===== src/rtl/ervp_spsram_port_arbiter.sv =====
// ervp_spsram_port_arbiter: round-robin sharing of one single-port SRAM cell with a held read-response channel.
// Define ERVP_SPSRAM_ARB_FIXED_PRIORITY_EN to replace round-robin with lowest-index-wins priority.
module ervp_spsram_port_arbiter #(
    parameter int NUM_REQ = 4,
    parameter int BW_INDEX = 13,
    parameter int BW_DATA = 128,
    parameter int BW_SUBWORD = 8,
    localparam int BW_WPERMIT = BW_DATA / BW_SUBWORD
) (
    input  logic                          clk,
    input  logic                          rst,
    input  logic [NUM_REQ-1:0]            req_valid_list,
    output logic [NUM_REQ-1:0]            req_ready_list,
    input  logic [NUM_REQ-1:0]            req_write_list,
    input  logic [NUM_REQ*BW_INDEX-1:0]   req_index_list,
    input  logic [NUM_REQ*BW_WPERMIT-1:0] req_wpermit_list,
    input  logic [NUM_REQ*BW_DATA-1:0]    req_wdata_list,
    output logic [NUM_REQ-1:0]            rsp_valid_list,
    input  logic [NUM_REQ-1:0]            rsp_ready_list,
    output logic [BW_DATA-1:0]            rsp_rdata,
    output logic [BW_INDEX-1:0]           cell_index,
    output logic                          cell_enable,
    output logic                          cell_wenable,
    output logic [BW_WPERMIT-1:0]         cell_wpermit,
    output logic [BW_DATA-1:0]            cell_wdata,
    output logic                          cell_renable,
    input  logic [BW_DATA-1:0]            cell_rdata,
    output logic                          busy
);
    localparam int BW_REQ = (NUM_REQ > 1) ? $clog2(NUM_REQ) : 1;

    typedef enum logic [1:0] {IDLE, RSP, HOLD} state_t;

    state_t              state_q, state_d;
    logic [BW_REQ-1:0]   owner_q, owner_d;
    logic [BW_DATA-1:0]  hold_q, hold_d;
    logic [BW_REQ-1:0]   winner, scan_base;
    logic                found, grant, rsp_done, eligible, win_write;

`ifdef ERVP_SPSRAM_ARB_FIXED_PRIORITY_EN
    assign scan_base = '0;
`else
    logic [BW_REQ-1:0] rr_ptr_q, rr_ptr_d;
    assign scan_base = rr_ptr_q;
    assign rr_ptr_d = grant ? ((winner == BW_REQ'(NUM_REQ - 1)) ? '0 : winner + 1'b1) : rr_ptr_q;
`endif

    always_comb begin
        found = 1'b0;
        winner = '0;
        for (int k = 0; k < NUM_REQ; k++) begin
            if (!found && req_valid_list[BW_REQ'((int'(scan_base) + k) % NUM_REQ)]) begin
                found = 1'b1;
                winner = BW_REQ'((int'(scan_base) + k) % NUM_REQ);
            end
        end
    end

    // A new grant may overlap the cycle in which the outstanding response is accepted.
    assign rsp_done = (state_q != IDLE) && rsp_ready_list[owner_q];
    assign eligible = (state_q == IDLE) || rsp_done;
    assign grant = eligible && found;
    assign win_write = req_write_list[winner];

    assign req_ready_list = grant ? NUM_REQ'(1) << winner : '0;
    assign rsp_valid_list = (state_q != IDLE) ? NUM_REQ'(1) << owner_q : '0;
    assign rsp_rdata = (state_q == HOLD) ? hold_q : (state_q == RSP) ? cell_rdata : '0;
    assign busy = (state_q != IDLE);

    assign cell_enable = grant;
    assign cell_wenable = grant && win_write;
    assign cell_renable = grant && !win_write;
    assign cell_index = grant ? req_index_list[BW_INDEX*winner +: BW_INDEX] : '0;
    assign cell_wpermit = cell_wenable ? req_wpermit_list[BW_WPERMIT*winner +: BW_WPERMIT] : '0;
    assign cell_wdata = cell_wenable ? req_wdata_list[BW_DATA*winner +: BW_DATA] : '0;

    always_comb begin
        state_d = state_q;
        owner_d = owner_q;
        hold_d = hold_q;
        if (grant && !win_write) begin
            state_d = RSP;
            owner_d = winner;
        end else if (eligible) begin
            state_d = IDLE;
        end else if (state_q == RSP) begin
            state_d = HOLD;
            hold_d = cell_rdata;
        end
    end

    always_ff @(posedge clk) begin
        if (rst) begin
            state_q <= IDLE;
            owner_q <= '0;
            hold_q <= '0;
`ifndef ERVP_SPSRAM_ARB_FIXED_PRIORITY_EN
            rr_ptr_q <= '0;
`endif
        end else begin
            state_q <= state_d;
            owner_q <= owner_d;
            hold_q <= hold_d;
`ifndef ERVP_SPSRAM_ARB_FIXED_PRIORITY_EN
            rr_ptr_q <= rr_ptr_d;
`endif
        end
    end
endmodule

===== config.mk =====
export PLATFORM = sky130hd
export DESIGN_NAME = ervp_spsram_port_arbiter
export DESIGN_NICKNAME = d
export VERILOG_FILES = /design/src/rtl/ervp_spsram_port_arbiter.sv
export SDC_FILE = /design/constraint.sdc
export NUM_CORES = 1
export LEC_CHECK = 0
export CAP_MARGIN = 30
export CORE_AREA = 2 2 413 415
export CTS_CLUSTER_DIAMETER = 50
export CTS_CLUSTER_SIZE = 20
export DETAILED_ROUTE_END_ITERATION = 12
export DIE_AREA = 0 0 415 417
export SKIP_CTS_REPAIR_TIMING = 1
export SYNTH_ARGS = -nofsm -noshare
export SYNTH_HDL_FRONTEND = slang
export SYNTH_SLANG_ARGS = --single-unit

===== constraint.sdc =====
create_clock -name clk -period 3.8 [get_ports clk]
set_input_delay 0.76 -clock clk [delete_from_list [all_inputs] [get_ports clk]]
set_output_delay 0.76 -clock clk [all_outputs]
set_load 0.005 [all_outputs]

# ---- Word-level counts from Yosys, hierarchy flattened
# Index checks and enable logic that the tools add are counted.
dict set report op_classes {
  addsub 4
  n_mux 35
  n_reduce_logical 17
  n_mul 1
  bitwise 2
  n_eq_ne 3
  n_lt_le_gt_ge 6
  shift 5
}
# cell n
set op_table {}
lappend op_table {{512-bit by 10-bit variable part select with 128-bit output} 1}
lappend op_table {{128-bit two-way mux} 3}
lappend op_table {{64-bit by 7-bit variable part select with 16-bit output} 1}
lappend op_table {{52-bit by 7-bit variable part select with 13-bit output} 1}
lappend op_table {{1-bit two-way mux} 17}
lappend op_table {{2-bit by 4-bit < comparator with 1-bit output, second input constant} 4}
lappend op_table {{16-bit two-way mux} 1}
lappend op_table {{13-bit two-way mux} 1}
lappend op_table {{1-bit binary-select mux with 2-bit select} 6}
lappend op_table {{2-bit two-way mux} 5}
lappend op_table {{4-bit two-way mux} 2}
lappend op_table {{1-bit by 2-bit left shift with 4-bit output, first input constant} 2}
lappend op_table {{1-bit logical AND} 7}
lappend op_table {{2-bit by 3-bit < comparator with 1-bit output, second input constant} 2}
lappend op_table {{4-bit by 2-bit multiplier with 6-bit output, first input constant} 1}
lappend op_table {{2-bit by 1-bit adder with 2-bit output, second input constant} 2}
lappend op_table {{2-bit adder, second input constant} 2}
lappend op_table {{2-bit equality test, second input constant} 2}
lappend op_table {{1-bit zero test} 4}
lappend op_table {{3-bit AND reduction} 1}
lappend op_table {{3-bit nonzero test} 1}
lappend op_table {{3-bit OR reduction} 1}
lappend op_table {{2-bit by 1-bit equality test with 1-bit output, second input constant} 1}
lappend op_table {{2-bit zero test} 1}
lappend op_table {{3 further kinds} 4}
dict set report word_totals {
  reg_bits 134
  output_inout_bits 297
  inputBits 770
  wordCells 78
}

# ---- Logic depth before layout (Yosys ltp)
# Gate-level depths: netlist of the first run.
dict set report depth {
  ltp_word 19
  ltp_mapped 10
  ltp_nobuf 7
}

# ---- Worst setup path after synthesis of the first run
# Ideal clock, no wire load.
dict set report synth_timing {
  path_kind {input-to-output}
  start {input req_valid_list[2]}
  end {output cell_wdata[100]}
  path_slack_ns 0.578
  t_arrival_ns 2.462
  path_stages 8
  path_cell_list {nor2b_1 > a21boi_1 > o32ai_2 > inv_2 > a221oi_4 > buf_4 > buf_4 > and3_1}
}
dict set report synth_between {
  elab_chain_len 17
  word_cells_on_any_way 32
}
# element line
set synth_lines {}
lappend synth_lines {{start: declaration} 12} ;# input logic [NUM_REQ-1:0] req_valid_list,
lappend synth_lines {{parallel branches: the longest is 16 deep, another holds 1-bit binary-select mux with 2-bit select} -}
lappend synth_lines {{128-bit two-way mux (*)} 75} ;# assign cell_wdata = cell_wenable ? req_wdata_list[BW_DATA*winner +: BW_DATA] : '0;
lappend synth_lines {{end: declaration} 25} ;# output logic [BW_DATA-1:0] cell_wdata,
# Every way passes the cells marked *. The select of a mux whose other input is x is not followed.

# ---- Worst setup path after layout of the first run
dict set report layout_timing {
  start {input req_valid_list[1]}
  end {output cell_index[8]}
}
dict set report layout_between {
  elab_chain_len 16
  word_cells_on_any_way 30
}
# element line
set layout_lines {}
lappend layout_lines {{1-bit binary-select mux with 2-bit select} 52} ;# if (!found && req_valid_list[BW_REQ'((int'(scan_base) + k) % NUM_REQ)]) begin
lappend layout_lines {{1-bit two-way mux (implied by the code) (2 in a row)} 52}
lappend layout_lines {{1-bit two-way mux} 52}
lappend layout_lines {{1-bit zero test} 52}
lappend layout_lines {{1-bit logical AND} 52}
lappend layout_lines {{1-bit two-way mux} 52}
lappend layout_lines {{1-bit zero test} 52}
lappend layout_lines {{1-bit logical AND} 52}
lappend layout_lines {{1-bit two-way mux} 52}
lappend layout_lines {{1-bit zero test} 52}
lappend layout_lines {{1-bit logical AND} 52}
lappend layout_lines {{2-bit two-way mux} 52}
lappend layout_lines {{4-bit by 2-bit multiplier with 6-bit output} 73} ;# assign cell_index = grant ? req_index_list[BW_INDEX*winner +: BW_INDEX] : '0;
lappend layout_lines {{52-bit by 7-bit variable part select with 13-bit output} 73}
lappend layout_lines {{13-bit two-way mux (*)} 73}
lappend layout_lines {{end: declaration} 21} ;# output logic [BW_INDEX-1:0] cell_index,
# Mark *: on every way between the ends. The rest lies on a longest branch, timed or not. The select of a mux whose other input is x is not followed.

==> impl_metrics.ini, run 1 <==
[setup_path]
reg2regPathDepth = 9
cp_cell_sequence = buf_6, nor2_4, buf_4, nor4_4, nor2_4, inv_8, buf_12, nand2_1, and3_1, a311oi_1, buf_4, clkdlybuf4s50_1
arrival_ps = 3260
r2r_start = owner_q[1]
startpoint_type = primary input
crit_fanout = 27
r2r_end = owner_q[0]
slowest_delay_ps = 550
crit_buf_inv = 6
cp_top_family = buffers and inverters
required_ps = 3040
cp_slowest_cell = clkdlybuf4s50_1
r2r_setup_slack_ps = 1210
cp-end-kind = primary output
critPathKind = in -> out

[sta]
max_freq_mhz = 249
fin_crit_ps = 4020
skew_ps = 18.6
rsz0062_at_grt = yes
worst_slack_ps = -215
relSlewSlack = 0.631
report.final.hold_viol_count = 0
slew_violations = 0
timing.final.crit_share = 1.06
setup_viol = 41
max_slew.worst_pin.slew_ps = 553

[placement]
gp_congestion = 1.03
place_inst = 5215
hpwl_um = 115000
placed_area_um2 = 25800
io_buffers = 1066

[die]
core-area_um2 = 169000
die_w_um = 415
die-area_um2 = 173000
initial_core_util = 0.0683
std_cell_rows = 151
pin_count = 1067
die_y_um = 417

[clock_tree]
numCtsBuffers = 17
root_buffer = clkbuf_16
cts_tree = yes
clk_latency_ps = 460
h-tree-depth = 4
clk_transition_reported_paths_ps = 60
clock-sinks = 134
cts_max_path_buffers = 2

[synthesis]
ys.flop_type = dfxtp_1
yosysSeqAreaShare = 0.233
syn_area_um2 = 11500
avgSynthCellArea_um2 = 5.80
syn-num-nets = 2761
syn_inst = 1987
ys_types = 38
yosysWarnings = 0
synth-seq-cells = 134
synth_edf_count = 0
async_reset_ff_frac = 0

[drt]
viasPerCell = 3.64
dr.pass1.iters = 7
post_drt_wl_per_cell_um = 25.4
ant_nets = 0
vias = 19400
wirelength_um = 135000
drt_iter0_markers = 1439
drc = 0

[grt]
gr-total-overflow = 0
grt_max_degree = 75
antenna_found_initial = 138
grt_pass1_vias = 18000
grt_pass1_wl_um = 167000
grt_util_all_layers = 0.142

[final_layout]
syn2layout_area_growth_pct = 140
final_common_cell = clkdlybuf4s50_1
fill_cells = 19400
final_area_um2 = 27600
final_cell_mix = 907 x clkdlybuf4s50_1, 886 x nand2_1, 287 x nand3_1, 132 x dfxtp_1, 130 x a21oi_1
drive_gt1_frac = 0.112
final_cell_count_no_fill = 5327
nets = 3844

[hold_path]
holdPathStages = 2
hold_start = hold_q[127]
hold_end = hold_q[127]
hold_path.class = reg -> reg

[pwr]
power_density_nw_per_um2 = 621
vdd_drop_max_v = 0.000331
p_total_mw = 17.1
p_leak_nw = 11.8

[run]
drv_cap = 0

[run_status]
violations = negative setup slack
outcome = finished, violations left
==> sequential cells by signal, summed over array words and instances (netlist names) <==
| register | flops |
|---|---|
| hold_q | 128 |
| owner_q | 2 |
| rr_ptr_q | 2 |
| state_q | 2 |
==> metal layers <==
layer / track usage / wire (µm) / vias up / share of wire
li1: - / - / 8924 / -
met1: 0.150 / 48300 / 9122 / 0.36
met2: 0.284 / 73000 / 1034 / 0.54
met3: 0.0262 / 8200 / 310 / 0.061
met4: 0.0385 / 5550 / 14 / 0.041
met5: 0 / 79 / - / 0.00058
==> synth_stat cells, types with 2 or more instances <==
library cell / n / area, µm²
buf_1: 10 / 37.5
nor2_1: 15 / 56.3
buf_4: 6 / 45.0
o21ai_0: 2 / 10.0
clkbuf_1: 156 / 586
mux2i_1: 2 / 20.0
nand2b_1: 3 / 18.8
nor2b_1: 6 / 37.5
nand2_1: 886 / 3330
inv_2: 3 / 11.3
a22o_1: 128 / 1120
buf_2: 19 / 95.1
nand3_1: 288 / 1440
a21oi_1: 131 / 656
a311oi_1: 13 / 114
dfxtp_1: 134 / 2680
and3_1: 157 / 982
ha_1: 4 / 50.1
and2_1: 4 / 25.0
mux2_2: 2 / 22.5
==> tightest hold or removal path: stages, from the launching register on <==
cell	delay, ps
dfxtp_1	310
nand2_1	50
a21oi_1	50
==> how the worst max path moves through the flow <==
stage | startpoint | end | slack, ps | cells past startpoint
CTS | req_valid_list[2] | cell_wdata[31] | -830 | 11
finish | req_valid_list[1] | cell_index[8] | -220 | 12
global placement | req_valid_list[2] | cell_wdata[30] | -780 | 11
floorplan | req_valid_list[2] | cell_wdata[100] | 580 | 8
global route | req_valid_list[1] | cell_index[8] | -280 | 12
detailed placement | req_valid_list[2] | cell_wdata[31] | -810 | 11
==> cell families (layout without fill, tap and decap cells) <==
| group | count (synthesis) | in the layout | share of synthesized area |
|---|---|---|---|
| AO/OA/AOI/OAI | 284 | 284 | 0.175 |
| flip-flops | 134 | 134 | 0.233 |
| other | 0 | 26 | 0 |
| multiplexers | 5 | 5 | 0.00467 |
| adder cells (fa/ha/maj) | 4 | 4 | 0.00435 |
| AND/OR/NAND/NOR | 1365 | 1365 | 0.515 |
| buffers and inverters | 195 | 1291 | 0.0676 |
==> area by class of cell <==
type                       count  area [µm²]  share of cell area
multi-input combinational   1658        8330               0.302
tap                         2218        2780               0.101
antenna                       26        65.1             0.00236
clock buffer                  19         433              0.0157
timing repair buffer        1255       13200               0.477
sequential                   134        2690              0.0973
inverter                       4        27.5            0.000998
clock inverter                13         101             0.00367
==> stage by stage <==
step                      TNS (ps)  setup slack [ps]  hold WS (ps)  utilization
after floorplan                  0               578           437            -
after global placement     -102540              -784           442        0.153
after detailed placement   -108240              -807           447        0.153
after CTS                  -112000              -827           456        0.156
after global routing         -6820              -281           469        0.163
final                        -2800              -215           454        0.164
==> where the power goes <==
group / switching [mW] / leakage [nW] / internal (mW) / total [mW]
combinational: 7.12 / 10.5 / 6.79 / 13.9
sequential: 0.0925 / 1.08 / 1.53 / 1.62
clock: 0.749 / 0.256 / 0.840 / 1.59
No activity file was read; power rests on OpenSTA's default activity.
==> inputs of run 2 (changes only) <==
--- a/config.mk
+++ b/config.mk
@@ -11,6 +11,7 @@
 export CTS_CLUSTER_SIZE = 20
 export DETAILED_ROUTE_END_ITERATION = 12
 export DIE_AREA = 0 0 415 417
+export RECOVER_POWER = 25
 export SKIP_CTS_REPAIR_TIMING = 1
 export SYNTH_ARGS = -nofsm -noshare
 export SYNTH_HDL_FRONTEND = slang
==> run 2 against run 1 <==
  * The run ends with max-capacitance violations, max-slew violations, negative setup slack left
  * Design area shrank 0.18%
  * Worst setup slack improved by 1.2 ps
  * Non-clock buffer count unchanged
  * Highest routed layer unchanged
==> impl_metrics.ini, run 2 (synthesis gave the netlist of run 1 again) <==
[run_status]
outcome = finished, violations left
violations = max-capacitance violations, max-slew violations, negative setup slack

[sta]
rsz0062_at_grt = yes
worst_slack_ps = -214
report.final.hold_viol_count = 0
fin_hold_ws_ps = 454
relSlewSlack = -0.105
setup_viol = 42
slew_violations = 9
timing.final.crit_share = 1.06
skew_ps = 24.6
max_freq_mhz = 249
max_slew.worst_pin.slew_ps = 1650
fin_crit_ps = 4010

[placement]
hpwl_um = 115000
placed_area_um2 = 25800
place_inst = 5215
io_buffers = 1066
pre_cts_ws_ps = -807
gp_congestion = 1.03

[final_layout]
largest_register = hold_q
nets = 3844
final_common_cell = clkdlybuf4s50_1
fin_util = 0.163
final_area_um2 = 27500
largest_reg_flops = 128
final_cell_count_no_fill = 5320
drive_gt1_frac = 0.111
fill_cells = 19400
syn2layout_area_growth_pct = 139
final_cell_mix = 907 x clkdlybuf4s50_1, 886 x nand2_1, 287 x nand3_1, 132 x dfxtp_1, 130 x a21oi_1

[drt]
vias = 19400
drt_iter0_markers = 1422
ant_nets = 0
drc = 0
wirelength_um = 135000
post_drt_wl_per_cell_um = 25.4
viasPerCell = 3.65
dr.pass1.iters = 6

[die]
die_w_um = 415
pin_count = 1067
std_cell_rows = 151
die_y_um = 417
die-area_um2 = 173000
core-area_um2 = 169000
initial_core_util = 0.0683

[clock_tree]
numCtsBuffers = 17
clk_transition_reported_paths_ps = 60
clk_latency_ps = 470
clock-sinks = 134
cts_tree = yes
cts_max_path_buffers = 2
h-tree-depth = 4
root_buffer = clkbuf_16

[hold_path]
hold_path.class = reg -> reg

[grt]
grt_util_all_layers = 0.142
gr-total-overflow = 0
antenna_found_initial = 138
grt_max_degree = 75
grt_pass1_vias = 18000
grt_pass1_wl_um = 167000

[setup_path]
r2r_end = hold_q[28]
crit_end = cell_index[8]
required_ps = 3040
cp-startpoint = req_valid_list[1]
reg2regPathDepth = 6
critPathKind = in -> out
crit_fanout = 27
arrival_ps = 3250
r2r_start = state_q[0]
cp-end-kind = primary output
startpoint_type = primary input
r2r_setup_slack_ps = 220

[pwr]
vdd_drop_max_v = 0.000331
p_switching_mw = 7.96
p_leak_nw = 11.8
clockPowerShare = 0.093
seq_power_share = 0.095
swShare = 0.465
combPwrFrac = 0.812
power_density_nw_per_um2 = 621
p_int_mw = 9.15

[run]
drv_cap = 1
==> run 2: cell types whose count changed in the layout (fill, tap and decap cells not counted), sizes merged <==
| cell | before | now |
|---|---|---|
| diode | 26 | 19 |
| buf | 230 | 229 |
| clkbuf | 47 | 48 |
==> run 2: metrics by stage <==
| stage | power, mW | setup TNS [ps] |
|---|---|---|
| detailed placement | 14.2 | -108240 |
| CTS | 15.9 | -112000 |
| floorplan | 6.13 | 0 |
| global route | 18.1 | -9240 |
| finish | 17.1 | -3130 |
| global placement | 14.2 | -102540 |
==> run 2: layout make-up <==
class,count,area (µm²),share of cell area
well taps,2218,2780,0.101
diodes,19,47.5,0.00173
inverters,4,27.5,0.00100
multi-input cells,1658,8300,0.302
clock buffers,19,433,0.0157
repair buffers,1255,13200,0.478
flip-flops and latches,134,2690,0.0975
clock inverters,13,101,0.00368
==> run 2: per-layer routing <==
layer  global-route usage  wire (µm)  up-vias
met2                0.284      73200     1072
met3               0.0262       8210      335
met5                    0         79        -
li1                     -          -     8907
met4               0.0385       5290       14
met1                0.150      48400     9116
==> run 2: worst max-delay path, stage by stage <==
cell and delay [ps]:
buf_6 90, nor2_4 40, buf_4 130, nor4_4 330, nor2_4 90, inv_8 80
buf_12 220, nand2_1 180, and3_1 210, a311oi_1 260, buf_4 190, clkdlybuf4s50_1 550
==> run 2: worst min path at each step <==
stage | end | cells past startpoint | slack, ps | from
2_1_floorplan | hold_q[0] | 2 | 440 | hold_q[0]
3_3_place_gp | hold_q[55] | 2 | 440 | hold_q[55]
3_5_place_dp | hold_q[49] | 2 | 450 | hold_q[49]
4_1_cts | hold_q[35] | 2 | 460 | hold_q[35]
5_1_grt | hold_q[64] | 2 | 470 | hold_q[64]
6_report | hold_q[89] | 2 | 450 | hold_q[89]
==> run 2: power by group through the flow <==
stage	clock network [mW]	registers [mW]	logic (mW)
after floorplan	0	1.62	4.51
after global placement	0	1.64	12.6
after detailed placement	0	1.65	12.6
after CTS	1.68	1.62	12.6
after global routing	1.71	1.64	14.7
final	1.60	1.62	13.9
